--- config.mk ---
export PLATFORM = sky130hd
export DESIGN_NAME = collision_scan
export DESIGN_NICKNAME = d
export VERILOG_FILES = /design/src/rtl/collision_pkg.sv /design/src/rtl/collision_scan_box_contact.sv /design/src/rtl/collision_scan.sv
export SDC_FILE = /design/constraint.sdc
export NUM_CORES = 1
export LEC_CHECK = 0
export BUFFER_PORTS_ARGS = -buffer_cell sky130_fd_sc_hd__buf_2
export CAP_MARGIN = 20
export CORE_MARGIN = 2
export CORE_UTILIZATION = 50
export CTS_CLUSTER_DIAMETER = 30
export CTS_CLUSTER_SIZE = 14
export DETAILED_ROUTE_END_ITERATION = 10
export GPL_ROUTABILITY_DRIVEN = 0
export HOLD_SLACK_MARGIN = 0.1
export PLACE_DENSITY = 0.79
export REMOVE_ABC_BUFFERS = 1
export SYNTH_ARGS = -nofsm -noshare
export SYNTH_HDL_FRONTEND = slang
export SYNTH_HIERARCHICAL = 1
export SYNTH_SLANG_ARGS = --single-unit
--- constraint.sdc ---
create_clock -name clk -period 3 [get_ports clk]
set_input_delay 0.9 -clock clk [delete_from_list [all_inputs] [get_ports clk]]
set_output_delay 0.9 -clock clk [all_outputs]
set_load 0.05 [all_outputs]
--- src/rtl/collision_pkg.sv ---
// Shared constants and types for the player/tile collision scanner.
package collision_pkg;

    localparam int HIT_FLOOR = 0;
    localparam int HIT_CEIL  = 1;
    localparam int HIT_RWALL = 2;
    localparam int HIT_LWALL = 3;

    localparam int DEF_PW = 23;
    localparam int DEF_PH = 45;
    localparam int DEF_TW = 25;
    localparam int DEF_TH = 24;
    localparam int DEF_MG = 2;

    typedef enum logic [1:0] {
        S_IDLE,
        S_SCAN,
        S_DRAIN,
        S_DONE
    } scan_state_e;

endpackage

--- src/rtl/collision_scan_box_contact.sv ---
// One-tile contact test: player box vs tile box, four touch directions.
module box_contact
    import collision_pkg::*;
#(
    parameter int XW = 10,
    parameter int YW = 9,
    parameter int PW = DEF_PW,
    parameter int PH = DEF_PH,
    parameter int TW = DEF_TW,
    parameter int TH = DEF_TH,
    parameter int MG = DEF_MG
) (
    input  logic [XW-1:0] px_i,
    input  logic [YW-1:0] py_i,
    input  logic [XW-1:0] tile_x_i,
    input  logic [YW-1:0] tile_y_i,
    input  logic          tile_en_i,
    output logic [3:0]    hit_o
);

    localparam logic [XW:0] PWX = (XW+1)'(PW);
    localparam logic [XW:0] TWX = (XW+1)'(TW);
    localparam logic [XW:0] MGX = (XW+1)'(MG);
    localparam logic [YW:0] PHY = (YW+1)'(PH);
    localparam logic [YW:0] THY = (YW+1)'(TH);
    localparam logic [YW:0] MGY = (YW+1)'(MG);

    // One extra bit so edges past the coordinate range never alias to 0.
    logic [XW:0] p_l, p_r, p_lm, t_l, t_r, t_lm;
    logic [YW:0] p_t, p_b, p_tm, t_t, t_b, t_tm;
    logic        ho, vo;

    assign p_l  = {1'b0, px_i};
    assign p_r  = p_l + PWX;
    assign p_lm = p_l + MGX;
    assign t_l  = {1'b0, tile_x_i};
    assign t_r  = t_l + TWX;
    assign t_lm = t_l + MGX;

    assign p_t  = {1'b0, py_i};
    assign p_b  = p_t + PHY;
    assign p_tm = p_t + MGY;
    assign t_t  = {1'b0, tile_y_i};
    assign t_b  = t_t + THY;
    assign t_tm = t_t + MGY;

    assign ho = (p_r > t_lm) && (p_lm < t_r);
    assign vo = (p_b > t_tm) && (p_tm < t_b);

    always_comb begin
        hit_o = '0;
        if (tile_en_i) begin
            hit_o[HIT_FLOOR] = ho && (p_b == t_t);
            hit_o[HIT_CEIL]  = ho && (p_t == t_b);
            hit_o[HIT_RWALL] = vo && (p_r == t_l);
            hit_o[HIT_LWALL] = vo && (p_l == t_r);
        end
    end

endmodule

--- src/rtl/collision_scan.sv ---
// Scans N_OBJ tiles (one per clock) against the latched player box.
module collision_scan
    import collision_pkg::*;
#(
    parameter int N_OBJ = 8,
    parameter int IW    = (N_OBJ > 1) ? $clog2(N_OBJ) : 1,
    parameter int XW    = 10,
    parameter int YW    = 9,
    parameter int PW    = DEF_PW,
    parameter int PH    = DEF_PH,
    parameter int TW    = DEF_TW,
    parameter int TH    = DEF_TH,
    parameter int MG    = DEF_MG
) (
    input  logic          clk,
    input  logic          rst_n,
    input  logic          start,
    input  logic [XW-1:0] px,
    input  logic [YW-1:0] py,
    output logic [IW-1:0] tile_idx,
    input  logic [XW-1:0] tile_x,
    input  logic [YW-1:0] tile_y,
    input  logic          tile_en,
    output logic          busy,
    output logic          done,
    output logic [3:0]    hit,
    output logic          land_valid,
    output logic [IW-1:0] land_idx
);

    localparam logic [IW-1:0] LAST = IW'(N_OBJ - 1);

    scan_state_e   state_q;
    logic [XW-1:0] px_q;
    logic [YW-1:0] py_q;
    logic [IW-1:0] idx_q;
    logic [IW-1:0] eidx_q;
    logic          rd_q;
    logic          busy_q;
    logic          done_q;
    logic [3:0]    hit_q;
    logic          lv_q;
    logic [IW-1:0] li_q;
    logic [3:0]    tile_hit;

    box_contact #(
        .XW(XW), .YW(YW),
        .PW(PW), .PH(PH),
        .TW(TW), .TH(TH),
        .MG(MG)
    ) u_box (
        .px_i      (px_q),
        .py_i      (py_q),
        .tile_x_i  (tile_x),
        .tile_y_i  (tile_y),
        .tile_en_i (tile_en),
        .hit_o     (tile_hit)
    );

    // rd_q/eidx_q track which address the returning table data belongs to.
    always_ff @(posedge clk or negedge rst_n) begin
        if (!rst_n) begin
            state_q <= S_IDLE;
            px_q    <= '0;
            py_q    <= '0;
            idx_q   <= '0;
            eidx_q  <= '0;
            rd_q    <= 1'b0;
            busy_q  <= 1'b0;
            done_q  <= 1'b0;
            hit_q   <= '0;
            lv_q    <= 1'b0;
            li_q    <= '0;
        end else begin
            done_q <= 1'b0;
            rd_q   <= (state_q == S_SCAN);
            eidx_q <= idx_q;
            if (rd_q) begin
                hit_q <= hit_q | tile_hit;
                if (tile_hit[HIT_FLOOR] && !lv_q) begin
                    lv_q <= 1'b1;
                    li_q <= eidx_q;
                end
            end
            unique case (state_q)
                S_IDLE: begin
                    if (start) begin
                        px_q    <= px;
                        py_q    <= py;
                        hit_q   <= '0;
                        lv_q    <= 1'b0;
                        li_q    <= '0;
                        idx_q   <= '0;
                        busy_q  <= 1'b1;
                        state_q <= S_SCAN;
                    end
                end
                S_SCAN: begin
                    if (idx_q == LAST) begin
                        state_q <= S_DRAIN;
                    end else begin
                        idx_q <= idx_q + 1'b1;
                    end
                end
                S_DRAIN: begin
                    busy_q  <= 1'b0;
                    state_q <= S_DONE;
                end
                S_DONE: begin
                    done_q  <= 1'b1;
                    state_q <= S_IDLE;
                end
                default: state_q <= S_IDLE;
            endcase
        end
    end

    assign tile_idx   = idx_q;
    assign busy       = busy_q;
    assign done       = done_q;
    assign hit        = hit_q;
    assign land_valid = lv_q;
    assign land_idx   = li_q;

endmodule
==> results by group <==
Synth
  • Predominant post-synthesis flop cell: dfrtp_1
  • Yosys top cell area share: 0.2233
  • Cell area after synthesis: ~4300 um^2
  • Mapped Cells: 473
  • #FFs+latches synth: 38
  • Yosys warnings: 6
  • Syn Area/Cell: 9.004 um^2
  • Cell taking the most area after synthesis: dfrtp_1
  • Seq/Total Area, Yosys: 0.2233
  • Synth top cells by count: ha_1, nor2_1, dfrtp_1, xor2_1, xnor2_1
  • Number of synthesized flops with an enable pin: 0
  • Most frequent cell after synthesis: ha_1
  • Synth top area cells: dfrtp_1, ha_1, xor2_1
  • Post-synth ARST share: 1.000
  • Unique cell type count in the Yosys netlist: 57

Critical path
  • Worst setup EP type: flip-flop
  • Kind of critical path: input port to flip-flop
  • CP Data Required Time: between 3 and 4 ns
  • CP Launch Type: input port
  • Critical path arrival: 3.71 ns
  • Worst-path fanout max: 3

Clock network
  • Clk Latency, worst-skew pair: 0.29 ns
  • CTS tree: done
  • Clock Sinks: 38
  • CTS max path bufs: 2
  • Hold_buf cts: 0
  • Reg clk slew, reported paths: 0.08 ns
  • CTS H-tree lvls: 2
  • TritonCTS buffer count: 5
  • Clock tree root buffer cell: clkbuf_8

Die
  • FP Rows: 33
  • Die Height: 96.30 um
  • CORE AREA: 8217 um^2
  • Die area: 9273 um^2
  • Initial Util: 0.5183
  • I/O pin count: 55
  • Die width: slightly below 100 um

Placed design
  • Place WS: -0.7125 ns
  • IO buf count: 54
  • Placed cells: between 600 and 700
  • Post-DP HPWL: 8.872 mm

Timing
  • Final period utilization: 1.183
  • Unrepaired setup endpoints after global routing: true
  • Fin crit period: 3.549 ns
  • Setup violations, final: 8
  • Setup ws final: -0.5487 ns
  • Slew margin rel.: 0.4214
  • Max Freq: 281.8 MHz
  • Pins Over Slew Limit: 0
  • Hold Vio Cnt, Final: 0
  • Final clock skew: around 0.0046 ns
  • Final TNS setup: -2.667 ns
  • Worst-Margin Slew: 0.8679 ns

GRT
  • Largest net degree at the start of global routing: 39
  • Total GRT Usage: 0.2531
  • Vias in the first global route: 3,994
  • Global-route wire length before repair: around 18 mm
  • Initial antenna violation count: 0
  • Overflow after GRT: 0

Route
  • Vias per inst: 5.679
  • DRC Markers: 0
  • Vias: 4,015
  • Avg WL per Cell: between 15 and 20 um
  • WL final: 12.04 mm
  • First DRT Iteration DRCs: 208
  • ANT nets after route: 0
  • Initial DRT Pass Iterations: 6

Power
  • Leakage: 0.002665 uW
  • Power per cell area: 968.4 nW/um^2
  • Worst vdd ir: 0.0006283 V
  • Power, Total: 5402 uW

Cells and area
  • Layout area overhead: 30.96%
  • Final Core Density: 0.6788
  • Fin nets: 703
  • Non-Filler Instances: 707
  • Share of cells above drive strength 1: 0.3605
  • Antenna cells: 0
  • # fillers: 653

Run status
  • Failing checks: setup timing
  • Status: finished, violations left

Flow run
  • Maxcap violations: 0

Hold path
  • Min-Delay Path Class: flip-flop to flip-flop
report_power, final:
group / internal [uW] / switching [uW]
sequential: 717 / 289
clock: 355 / 186
combinational: 1880 / 1970
total: 2960 / 2450
layer usage:
layer | GRT usage | share of wire | up-vias
li1 | - | - | 1913
met1 | 0.2918 | 0.39 | 1913
met2 | 0.4728 | 0.52 | 146
met3 | 0.02819 | 0.046 | 43
met4 | 0.1009 | 0.036 | 0
met5 | 0 | 0 | -
critical path, stage by stage:
cell and delay (ns):
buf_8 0.10, ha_4 0.16, a211oi_4 0.27, nor2_2 0.09, xnor2_1 0.26, ha_1 0.30, buf_6 0.13, nand4_1 0.10
nand4b_1 0.12, nor3_2 0.27, o31ai_4 0.13, nor4_2 0.29, buf_4 0.16, nand3b_1 0.17, mux2i_1 0.21, nor2_1 0.06
layout by cell type (no fill, tap or decap), types with 3 or more instances in the layout:
cell and count:
o211ai_1 8, buf_6 4, xor2_1 35, buf_2 50
o21a_1 3, nand3_2 3, xnor2_1 37, nor4_2 3
nand3b_1 5, o21ai_0 8, nor2_2 3, nor3_1 6
nand3_1 15, nand4_1 15, a211o_1 3, inv_1 27
mux2_2 8, xor2_2 3, a21oi_1 24, nor2_1 36
ha_4 4, nor4_1 3, a21o_1 3, mux2_4 12
o21ai_1 3, nor3b_1 3, mux2i_1 7, ha_1 55
nand2_1 20, buf_4 96, clkbuf_8 6, nor3_2 3
nor2b_1 8, dfrtp_1 38
final timing paths:
| check | endpoint | cells after the start | startpoint | slack, ns |
|---|---|---|---|---|
| max | land_idx[0] | 16 | tile_x[1] | -0.55 |
| min | eidx_q[2] | 0 | tile_idx[2] | 0.50 |
| max reg2reg | land_idx[0] | 16 | px_q[0] | -0.44 |
| min reg2reg | eidx_q[2] | 0 | tile_idx[2] | 0.50 |
| max in group asynchronous | px_q[9] | 1 | rst_n | 1.73 |
| min in group asynchronous | state_q[1] | 1 | rst_n | 0.72 |
flip-flops by register name, summed over array words and instances, names as in the netlist, 2 cells and up:
register	flops
py_q	9
eidx_q	3
px_q	10
hit	4
tile_idx	3
land_idx	3
state_q	2
per-stage QoR:
| stage | instance area [um^2] | hold WS [ns] |
|---|---|---|
| finish | 5578 | 0.4967 |
| global placement | 5136 | 0.4602 |
| CTS | 5394 | 0.4963 |
| floorplan | 4081 | 0.4614 |
| global route | 5578 | 0.5157 |
| detailed placement | 5136 | 0.4738 |
final cells by class:
type	instances	area, um^2	share of cell area
inverter	28	105.1	0.01884
timing repair buffer	151	1031	0.1848
tap	105	131.4	0.02355
clock inverter	2	60.06	0.01077
multi-input combinational	377	3217	0.5767
clock buffer	6	82.58	0.01480
sequential	38	950.9	0.1705
cell families (layout without fill, tap and decap cells):
kind of cell,after synthesis,after routing,synth area share
buffers and inverters,58,187,0.06639
xor gates and xnor gates,77,77,0.1660
DFF,38,38,0.2233
AOI/OAI and AO/OA,75,75,0.1190
and+or+nand+nor,138,138,0.1692
adders and majority gates,60,60,0.1763
muxes,27,27,0.07991
what timing repair did:
item,CTS,global route
pin swaps,19,23
endpoints found under the setup margin,8,8
buffers inserted,5,5
gates resized for setup,18,29
Note: power is estimated with default switching activity, not from simulation.
